`config.mk`:
```
export PLATFORM = sky130hd
export DESIGN_NAME = lock_pc_bank
export DESIGN_NICKNAME = d
export VERILOG_FILES = /design/src/rtl/lock_pc_bank_pkg.sv /design/src/rtl/lock_dbg_auth.sv /design/src/rtl/lock_pc_bank.sv
export SDC_FILE = /design/constraint.sdc
export NUM_CORES = 1
export LEC_CHECK = 0
export ABC_AREA = 1
export ABC_CLOCK_PERIOD_IN_PS = 1620
export CAP_MARGIN = 20
export CELL_PAD_IN_SITES_DETAIL_PLACEMENT = 0
export CELL_PAD_IN_SITES_GLOBAL_PLACEMENT = 1
export CORE_AREA = 2 2 169 171
export CTS_CLUSTER_SIZE = 8
export DETAILED_ROUTE_END_ITERATION = 12
export DIE_AREA = 0 0 171 173
export GPL_TIMING_DRIVEN = 0
export PLACE_DENSITY_LB_ADDON = 0.1
export REMOVE_ABC_BUFFERS = 1
export SLEW_MARGIN = 20
export SYNTH_ARGS = -nofsm -noshare
export SYNTH_HDL_FRONTEND = slang
export SYNTH_SLANG_ARGS = --single-unit
```
`constraint.sdc`:
```
create_clock -name clk -period 1.62 [get_ports clk]
set_input_delay 0.243 -clock clk [delete_from_list [all_inputs] [get_ports clk]]
set_output_delay 0.243 -clock clk [all_outputs]
set_load 0.02 [all_outputs]
```
`src/rtl/lock_pc_bank_pkg.sv`:
```
// Shared types and default debug credentials for the lockable counter bank
// and its debug-authentication sub-module.
package lock_pc_bank_pkg;

    typedef enum logic [1:0] {
        DBG_IDLE,
        DBG_CHECK,
        DBG_UNLOCKED,
        DBG_PENALTY
    } dbg_state_e;

    localparam logic [31:0] DBG_KEY_DEFAULT = 32'hA5A5_5A5A;
    localparam int          DBG_WIN_DEFAULT = 16;

endpackage

```
`src/rtl/lock_dbg_auth.sv`:
```
// Debug-unlock FSM: captures a key on request, then grants a bounded unlock
// window on a match or imposes an equally long penalty on a mismatch.
module lock_dbg_auth
    import lock_pc_bank_pkg::*;
#(
    parameter int          DATA_W  = 32,
    parameter logic [31:0] DBG_KEY = DBG_KEY_DEFAULT,
    parameter int          DBG_WIN = DBG_WIN_DEFAULT
) (
    input  logic              clk,
    input  logic              resetn,
    input  logic              scan,
    input  logic              debug_req,
    input  logic [DATA_W-1:0] debug_key,
    output logic              debug_unlocked
);

    localparam int                CNT_W = $clog2(DBG_WIN + 1);
    localparam logic [DATA_W-1:0] KEY   = DATA_W'(DBG_KEY);
    localparam logic [CNT_W-1:0]  LAST  = CNT_W'(DBG_WIN - 1);

    dbg_state_e        state, state_next;
    logic [CNT_W-1:0]  cnt, cnt_next;
    logic [DATA_W-1:0] key_q, key_next;
    logic              rearm_wait, rearm_wait_next;

    // NOTE: non-blocking (<=) so every flop samples pre-edge values in parallel.
    always_ff @(posedge clk or negedge resetn) begin
        if (!resetn) begin
            state      <= DBG_IDLE;
            cnt        <= '0;
            key_q      <= '0;
            rearm_wait <= 1'b0;
        end else begin
            state      <= state_next;
            cnt        <= cnt_next;
            key_q      <= key_next;
            rearm_wait <= rearm_wait_next;
        end
    end

    // NOTE: every target gets a default first, so no path leaves a latch behind.
    always_comb begin
        state_next      = state;
        cnt_next        = cnt;
        key_next        = key_q;
        rearm_wait_next = rearm_wait & debug_req;

        unique case (state)
            DBG_IDLE: begin
                cnt_next = '0;
                if (debug_req && !rearm_wait) begin
                    state_next = DBG_CHECK;
                    key_next   = debug_key;
                end
            end
            DBG_CHECK: begin
                cnt_next   = '0;
                state_next = (key_q == KEY) ? DBG_UNLOCKED : DBG_PENALTY;
            end
            DBG_UNLOCKED: begin
                if (!debug_req) begin
                    state_next = DBG_IDLE;
                end else if (cnt == LAST) begin
                    // Window ran out under a held request: insist on a fresh edge.
                    state_next      = DBG_IDLE;
                    rearm_wait_next = 1'b1;
                end else begin
                    cnt_next = cnt + 1'b1;
                end
            end
            DBG_PENALTY: begin
                if (cnt == LAST) begin
                    state_next = DBG_IDLE;
                end else begin
                    cnt_next = cnt + 1'b1;
                end
            end
            default: state_next = DBG_IDLE;
        endcase

        if (scan) begin
            state_next = DBG_IDLE;
            cnt_next   = '0;
        end
    end

    always_comb begin
        debug_unlocked = (state == DBG_UNLOCKED);
    end

endmodule

```
`src/rtl/lock_pc_bank.sv`:
```
// Bank of auto-incrementing, write-lockable counter channels. Defining
// LOCK_PC_BANK_DEBUG_UNLOCK_EN adds a key-authenticated debug override of the locks.
module lock_pc_bank
    import lock_pc_bank_pkg::*;
#(
    parameter int          NUM_CH  = 4,
    parameter int          DATA_W  = 32,
    parameter int          INC     = 4,
    parameter logic [31:0] DBG_KEY = DBG_KEY_DEFAULT,
    parameter int          DBG_WIN = DBG_WIN_DEFAULT
) (
    input  logic                       clk,
    input  logic                       resetn,
    input  logic                       wr_ni,
    input  logic [$clog2(NUM_CH)-1:0]  wr_ch,
    input  logic [DATA_W-1:0]          wr_data,
    input  logic [NUM_CH-1:0]          lock_set,
    input  logic                       count_en,
    input  logic                       scan,
    input  logic                       debug_req,
    input  logic [DATA_W-1:0]          debug_key,
    output logic [NUM_CH*DATA_W-1:0]   pc_out,
    output logic [NUM_CH-1:0]          lock_status,
    output logic                       debug_unlocked,
    output logic                       wr_err
);

    localparam int                CH_W = $clog2(NUM_CH);
    localparam logic [DATA_W-1:0] STEP = DATA_W'(INC);

    logic [DATA_W-1:0] pc [NUM_CH];
    logic [NUM_CH-1:0] lock;
    logic [NUM_CH-1:0] wr_hit;
    logic              wr_rej;
    logic              unlocked;

`ifdef LOCK_PC_BANK_DEBUG_UNLOCK_EN
    lock_dbg_auth #(
        .DATA_W  (DATA_W),
        .DBG_KEY (DBG_KEY),
        .DBG_WIN (DBG_WIN)
    ) u_dbg_auth (
        .clk            (clk),
        .resetn         (resetn),
        .scan           (scan),
        .debug_req      (debug_req),
        .debug_key      (debug_key),
        .debug_unlocked (unlocked)
    );
`else
    logic unused_dbg;
    assign unused_dbg = ^{debug_req, debug_key, DBG_KEY, 32'(DBG_WIN)};
    assign unlocked   = 1'b0;
`endif

    // Out-of-range channel codes match no channel and fall through to a reject.
    always_comb begin
        wr_hit = '0;
        for (int i = 0; i < NUM_CH; i++) begin
            if (!wr_ni && !scan && wr_ch == CH_W'(i) && (!lock[i] || unlocked))
                wr_hit[i] = 1'b1;
        end
        wr_rej = !wr_ni && (wr_hit == '0);
    end

    // NOTE: pc is a small flop bank rather than a RAM, so it takes the async reset too.
    always_ff @(posedge clk or negedge resetn) begin
        if (!resetn) begin
            for (int i = 0; i < NUM_CH; i++)
                pc[i] <= '0;
            lock   <= '0;
            wr_err <= 1'b0;
        end else begin
            for (int i = 0; i < NUM_CH; i++) begin
                if (wr_hit[i])
                    pc[i] <= wr_data;
                else if (count_en)
                    pc[i] <= pc[i] + STEP;
            end
            lock   <= lock | lock_set;
            wr_err <= wr_rej;
        end
    end

    always_comb begin
        pc_out = '0;
        for (int i = 0; i < NUM_CH; i++)
            pc_out[i*DATA_W +: DATA_W] = pc[i];
    end

    assign lock_status    = lock;
    assign debug_unlocked = unlocked;

endmodule

```
==> flow_metrics.py, run 1 <==
metrics = {
    "synthesis": {
        "avgSynthCellArea_sq_um": 6.29,
        "synthesis.area_sq_mm": 0.00906,
        "synth_top_cell_area_share": 0.367,
        "synth_area_leaders": "dfrtp_1 37%, nand2_1 23%, inv_1 8.5%",
        "synth_cell_types": 29,
        "synth_commonest_cells": "552 x nand2_1, 204 x inv_1, 167 x nor2_1",
        "synth_top_flop_cell": "dfrtp_1",
        "yosysTopAreaCell": "dfrtp_1",
        "synth_seq_cells": 133,
        "yosys_warnings": 0,
        "yosysMostFrequentCell": "nand2_1",
        "synth_cells": 1440,
        "synthArstFlopShare": 1.00,
        "synth-edff-count": 0,
        "ys_seq_area_frac": 0.367,
    },
    "floorplan": {
        "start_util": 0.328,
        "core_sq_mm": 0.0276,
        "die_w_um": 171,
        "pin_count": 210,
        "rows": 61,
        "die-area_sq_mm": 0.0296,
        "fp.dieH_um": 173,
    },
    "grt": {
        "antenna_found_initial": 0,
        "grt_max_degree": 74,
        "overflow": 0,
        "grt_usage": 0.247,
        "grt_pass1_wl_mm": 55.0,
        "grt_pass1_vias": 9275,
    },
    "power_and_ir_drop": {
        "power_frac_seq": 0.382,
        "irDropWorstVdd_v": 0.000579,
        "power_leakage_nw": 6.00,
        "switching_power_mw": 5.09,
        "clock_power_share": 0.319,
        "p_comb_frac": 0.299,
        "power.internal_mw": 7.98,
        "powerDensity_mw_per_mm2": 1060,
        "p_total_mw": 13.1,
        "swShare": 0.389,
    },
    "worst_setup_path": {
        "critPathMaxStageDelay_ns": 0.44,
        "reg2reg_setup_slack_ns": 0.07,
        "rr_startpoint": "pc_out[99]",
        "cp_slowest_cell": "dfrtp_2",
        "cp.arrival_ns": 1.32,
        "critPathMaxFanout": 5,
        "path_cells": "buf_4 > dlygate4sd2_1",
        "r2r_end": "pc_out[124]",
        "critPathLaunchType": "flop",
        "worst-setup-path-type": "reg2out",
        "worstRegToRegCells": 10,
        "cp.required_ns": 1.38,
        "endpoint_kind": "output pin",
    },
    "cts": {
        "cts_max_level": 4,
        "clkSinkCount": 133,
        "cts-root-buf": "clkbuf_16",
        "cts_tree": "yes",
        "path_clk_slew_ns": 0.06,
        "cts_inserted_buffers": 17,
        "clockBufferDepth": 2,
        "clock_latency_ns": 0.43,
    },
    "route": {
        "drc": 0,
        "drt_iter0_markers": 739,
        "vias": 9804,
        "avgViaCountPerCell": 4.82,
        "ant_nets": 0,
        "firstDrtPassIters": 5,
        "wl_per_cell_um": 18.0,
        "wl_mm": 36.5,
    },
    "timing": {
        "setup_tns_ns": 0,
        "final.setup_skew_ns": 0.0165,
        "min_period_ns": 1.57,
        "grt_setup_unrepaired": "yes",
        "hold_viol_final": 0,
        "setup_violations": 0,
        "fmax_ghz": 0.639,
        "max-slew-margin-rel": 0.629,
        "worstMarginPinSlew_ns": 0.557,
        "slew_viol_final": 0,
        "finalCritPeriodShare": 0.966,
    },
    "worst_hold_path": {
        "worstHoldStart": "wr_ni",
        "hold_path_end": "wr_err",
        "hold_depth": 2,
        "hold_path.class": "in2reg",
    },
    "outcome": {
        "outcome": "finished, final reports clean",
    },
    "job": {
        "maxCapViolations": 0,
    },
    "place": {
        "gp_congestion": 0.840,
        "dpl.hpwl_mm": 25.2,
        "io_buffers": 175,
    },
    "cells_and_area": {
        "drive_above_1_share": 0.107,
        "fill_cells": 3003,
        "area_growth_pct": 36.7,
        "num_antenna_cells": 0,
        "nets": 1721,
    },
}
==> worst max-delay path, delay by kind of cell (launching register included) <==
kind,cells,cell delay (ns)
buf+inv,2,0.46
flops,1,0.44
==> repair_timing <==
item,4_1_cts,5_1_grt
endpoints found under the setup margin,250,105
hold buffers,1,0
buffers inserted,21,10
cloned,4,0
resized for setup,194,69
pin swaps,5,12
hold endpoints to repair,60,0
==> per-layer routing <==
layer / part of all wire / up-vias / global-route usage
met2: 0.45 / 294 / 0.393
li1: - / 4854 / -
met3: 0.054 / 44 / 0.0385
met1: 0.46 / 4612 / 0.341
met5: 0 / - / 0
met4: 0.030 / 0 / 0.0833
==> sequential cells by signal, summed over array words and instances, names as in the netlist <==
signal,flops
wr_err,1
pc_out,128
lock_status,4
==> metrics by stage <==
stage	hold slack, ns	area [sq um]	instances	util	setup WS (ns)
CTS	0.363	12100	2022	0.438	-0.0216
global route	0.0939	12400	2032	0.448	-0.0565
finish	0.0827	12400	2032	0.448	0.0550
floorplan	-0.0526	8910	1408	-	-0.750
detailed placement	0.231	11200	1964	0.406	-1.68
global placement	0.476	11100	1961	0.403	-5.95
==> layout make-up <==
class | count | area [sq um] | share of cell area
Multi-Input combinational cell | 1052 | 5130 | 0.415
Clock inverter | 11 | 150 | 0.0121
Sequential cell | 133 | 3350 | 0.271
Tap cell | 378 | 473 | 0.0382
Timing Repair inverter | 2 | 15.0 | 0.00121
Clock buffer | 21 | 460 | 0.0372
Timing Repair Buffer | 210 | 1930 | 0.156
Inverter | 225 | 868 | 0.0701
==> cells by family after synthesis <==
kind of cell / share of synthesized area
DFF: 0.367
other: 0.000414
buffers and inverters: 0.110
and+or+nand+nor: 0.377
xor gates and xnor gates: 0.0445
adders and majority gates: 0.00552
AOI/OAI and AO/OA: 0.0949
==> power by group through the flow <==
stage          clock (mW)  combinational (mW)  sequential [mW]
2_1_floorplan           0                1.46             5.50
3_3_place_gp            0                4.14             5.05
3_5_place_dp            0                4.19             5.05
4_1_cts              4.22                3.84             4.97
5_1_grt              4.34                4.32             5.11
6_report             4.17                3.91             4.99
==> cell usage in the layout (no fill, tap or decap), types with 25 or more instances in the layout <==
master | synthesis | layout
clkdlybuf4s50_1 | 0 | 37
buf_4 | 1 | 30
o21ai_1 | 25 | 25
nand2_1 | 552 | 538
nor2_1 | 167 | 136
nand3_1 | 98 | 94
dlygate4sd2_1 | 0 | 133
inv_1 | 204 | 198
o22ai_1 | 53 | 53
o21ai_0 | 35 | 35
dfrtp_1 | 133 | 115
xor2_1 | 41 | 41
==> how the worst max path moves through the flow <==
| stage | start | endpoint | slack (ns) | cells past startpoint |
|---|---|---|---|---|
| detailed placement | wr_ni | pc_out[73] | -1.68 | 9 |
| CTS | lock_status[0] | pc_out[8] | -0.02 | 8 |
| global placement | resetn | pc_out[125] | -5.95 | 1 |
| finish | pc_out[34] | pc_out[34] | 0.05 | 2 |
| floorplan | lock_status[1] | pc_out[40] | -0.75 | 8 |
| global route | pc_out[4] | pc_out[29] | -0.06 | 9 |
Note: power is estimated with default switching activity, not from simulation.
==> run 2, diff against run 1 <==
- CTS_CLUSTER_SIZE: 8 -> 28
==> results of run 2 <==
Same layout as run 1: the final DEF is identical, and so are final timing and power.
==> run 3, diff against run 2 <==
- TNS_END_PERCENT: default -> 10
==> flow_metrics.py, run 3 (synthesized netlist as in run 1, its figures left out) <==
metrics = {
    "route": {
        "wl_per_cell_um": 17.9,
        "wl_mm": 36.3,
        "avgViaCountPerCell": 4.81,
        "drt_iter0_markers": 750,
        "ant_nets": 0,
        "drc": 0,
        "vias": 9747,
        "firstDrtPassIters": 5,
    },
    "timing": {
        "holdWs_ns": 0.0856,
        "fmax_ghz": 0.640,
        "finalCritPeriodShare": 0.965,
        "worstMarginPinSlew_ns": 0.593,
        "worst_slack_ns": 0.0565,
        "max-slew-margin-rel": 0.605,
        "min_period_ns": 1.56,
        "setup_violations": 0,
        "hold_viol_final": 0,
        "final.setup_skew_ns": 0.0177,
        "slew_viol_final": 0,
        "grt_setup_unrepaired": "yes",
    },
    "cts": {
        "cts_tree": "yes",
        "path_clk_slew_ns": 0.06,
        "cts_max_level": 4,
        "clkSinkCount": 133,
        "cts_inserted_buffers": 17,
        "cts-root-buf": "clkbuf_16",
        "clockBufferDepth": 2,
        "clock_latency_ns": 0.43,
    },
    "worst_setup_path": {
        "worst-setup-path-type": "reg2reg",
        "cp_slowest_cell": "dfrtp_1",
        "path_delay_family": "simple AND/OR/NAND/NOR gates",
        "cp.required_ns": 1.95,
        "path_cells": "ha_2 > nand3_2 > inv_1 > nand2_2 > nor2_4 > nand2_1 > nand2_1 > nand2_1 > nand2_1 > nand2_1",
        "reg2reg_setup_slack_ns": 0.06,
        "cp.arrival_ns": 1.89,
        "endpoint_kind": "flop",
        "crit_top_cell": "nand2_1",
        "critPathLaunchType": "flop",
        "path_buf_inv": 1,
        "critPathMaxStageDelay_ns": 0.41,
        "critPathMaxFanout": 5,
    },
    "grt": {
        "grt_pass1_wl_mm": 55.0,
        "overflow": 0,
        "grt_max_degree": 74,
        "grt_pass1_vias": 9253,
        "grt_usage": 0.247,
        "antenna_found_initial": 0,
    },
    "power_and_ir_drop": {
        "p_total_mw": 13.0,
        "powerDensity_mw_per_mm2": 1060,
        "irDropWorstVdd_v": 0.000579,
        "power_leakage_nw": 5.94,
    },
    "cells_and_area": {
        "area_growth_pct": 35.9,
        "multi_input_area_sq_mm": 0.00511,
        "final_common_cell": "nand2_1",
        "largest_reg_flops": 128,
        "stdcell_area_sq_mm": 0.0123,
        "final_util": 0.446,
        "num_antenna_cells": 0,
        "nets": 1716,
        "drive_above_1_share": 0.0964,
        "final_cell_mix": "541 x nand2_1, 200 x inv_1, 140 x nor2_1",
        "fill_cells": 2996,
        "ff_latch_area_sq_mm": 0.00335,
    },
    "place": {
        "io_buffers": 175,
        "placed_cell_area_sq_mm": 0.0112,
        "gp_congestion": 0.840,
        "dpl.hpwl_mm": 25.2,
        "pre_cts_ws_ns": -1.68,
    },
    "floorplan": {
        "die_w_um": 171,
        "start_util": 0.328,
        "pin_count": 210,
        "die-area_sq_mm": 0.0296,
        "fp.dieH_um": 173,
        "core_sq_mm": 0.0276,
        "rows": 61,
    },
    "worst_hold_path": {
        "hold_path.class": "in2reg",
    },
    "outcome": {
        "outcome": "finished, final reports clean",
    },
    "job": {
        "maxCapViolations": 0,
    },
}
-- run 3: worst paths after layout --
kind | end | cells after the start | start
max reg2reg | pc_out[124] | 10 | pc_out[99]
min | wr_err | 2 | wr_ni
max in group asynchronous | pc_out[110] | 3 | resetn
min in group asynchronous | pc_out[92] | 2 | resetn
max | pc_out[124] | 10 | pc_out[99]
min reg2reg | pc_out[32] | 2 | pc_out[32]
-- run 3: through the flow --
stage	TNS, ns	instances
after floorplan	-39.05	1408
after global placement	-998.83	1961
after detailed placement	-137.89	1964
after CTS	-1.17	2021
after global routing	-0.965	2027
final	0	2027
-- run 3: cell type report --
type / count / share of cell area
repair inverters: 2 / 0.00122
well taps: 378 / 0.0384
clock inverters: 11 / 0.0122
clock buffers: 21 / 0.0374
inverters: 225 / 0.0713
repair buffers: 205 / 0.153
flip-flops and latches: 133 / 0.272
multi-input cells: 1052 / 0.415
-- run 3: what timing repair did --
action | 4_1_cts | 5_1_grt
hold buffers | 1 | 0
setup buffers | 20 | 6
setup endpoints to repair | 250 | 104
pin swaps | 7 | 10
endpoints found under the hold margin | 60 | 0
gates cloned | 4 | 0
gates resized for setup | 194 | 58
-- run 3: where the power goes --
group	switching [mW]	internal (mW)	total (mW)
logic	2.40	1.49	3.89
registers	1.02	3.97	4.99
clock network	1.66	2.51	4.17
-- run 3: per-layer routing --
| metal | GRT usage | wire length, um | vias up |
|---|---|---|---|
| li1 | - | - | 4842 |
| met1 | 0.342 | 16700 | 4559 |
| met2 | 0.394 | 16500 | 304 |
| met3 | 0.0385 | 2060 | 42 |
| met4 | 0.0802 | 990 | 0 |
| met5 | 0 | 0 | - |
-- run 3: worst reg2reg max path: stages (launching register included) --
cell	delay [ns]
dfrtp_1	0.41
ha_2	0.22
nand3_2	0.13
inv_1	0.11
nand2_2	0.12
nor2_4	0.19
nand2_1	0.08
nand2_1	0.06
nand2_1	0.05
nand2_1	0.05
nand2_1	0.04
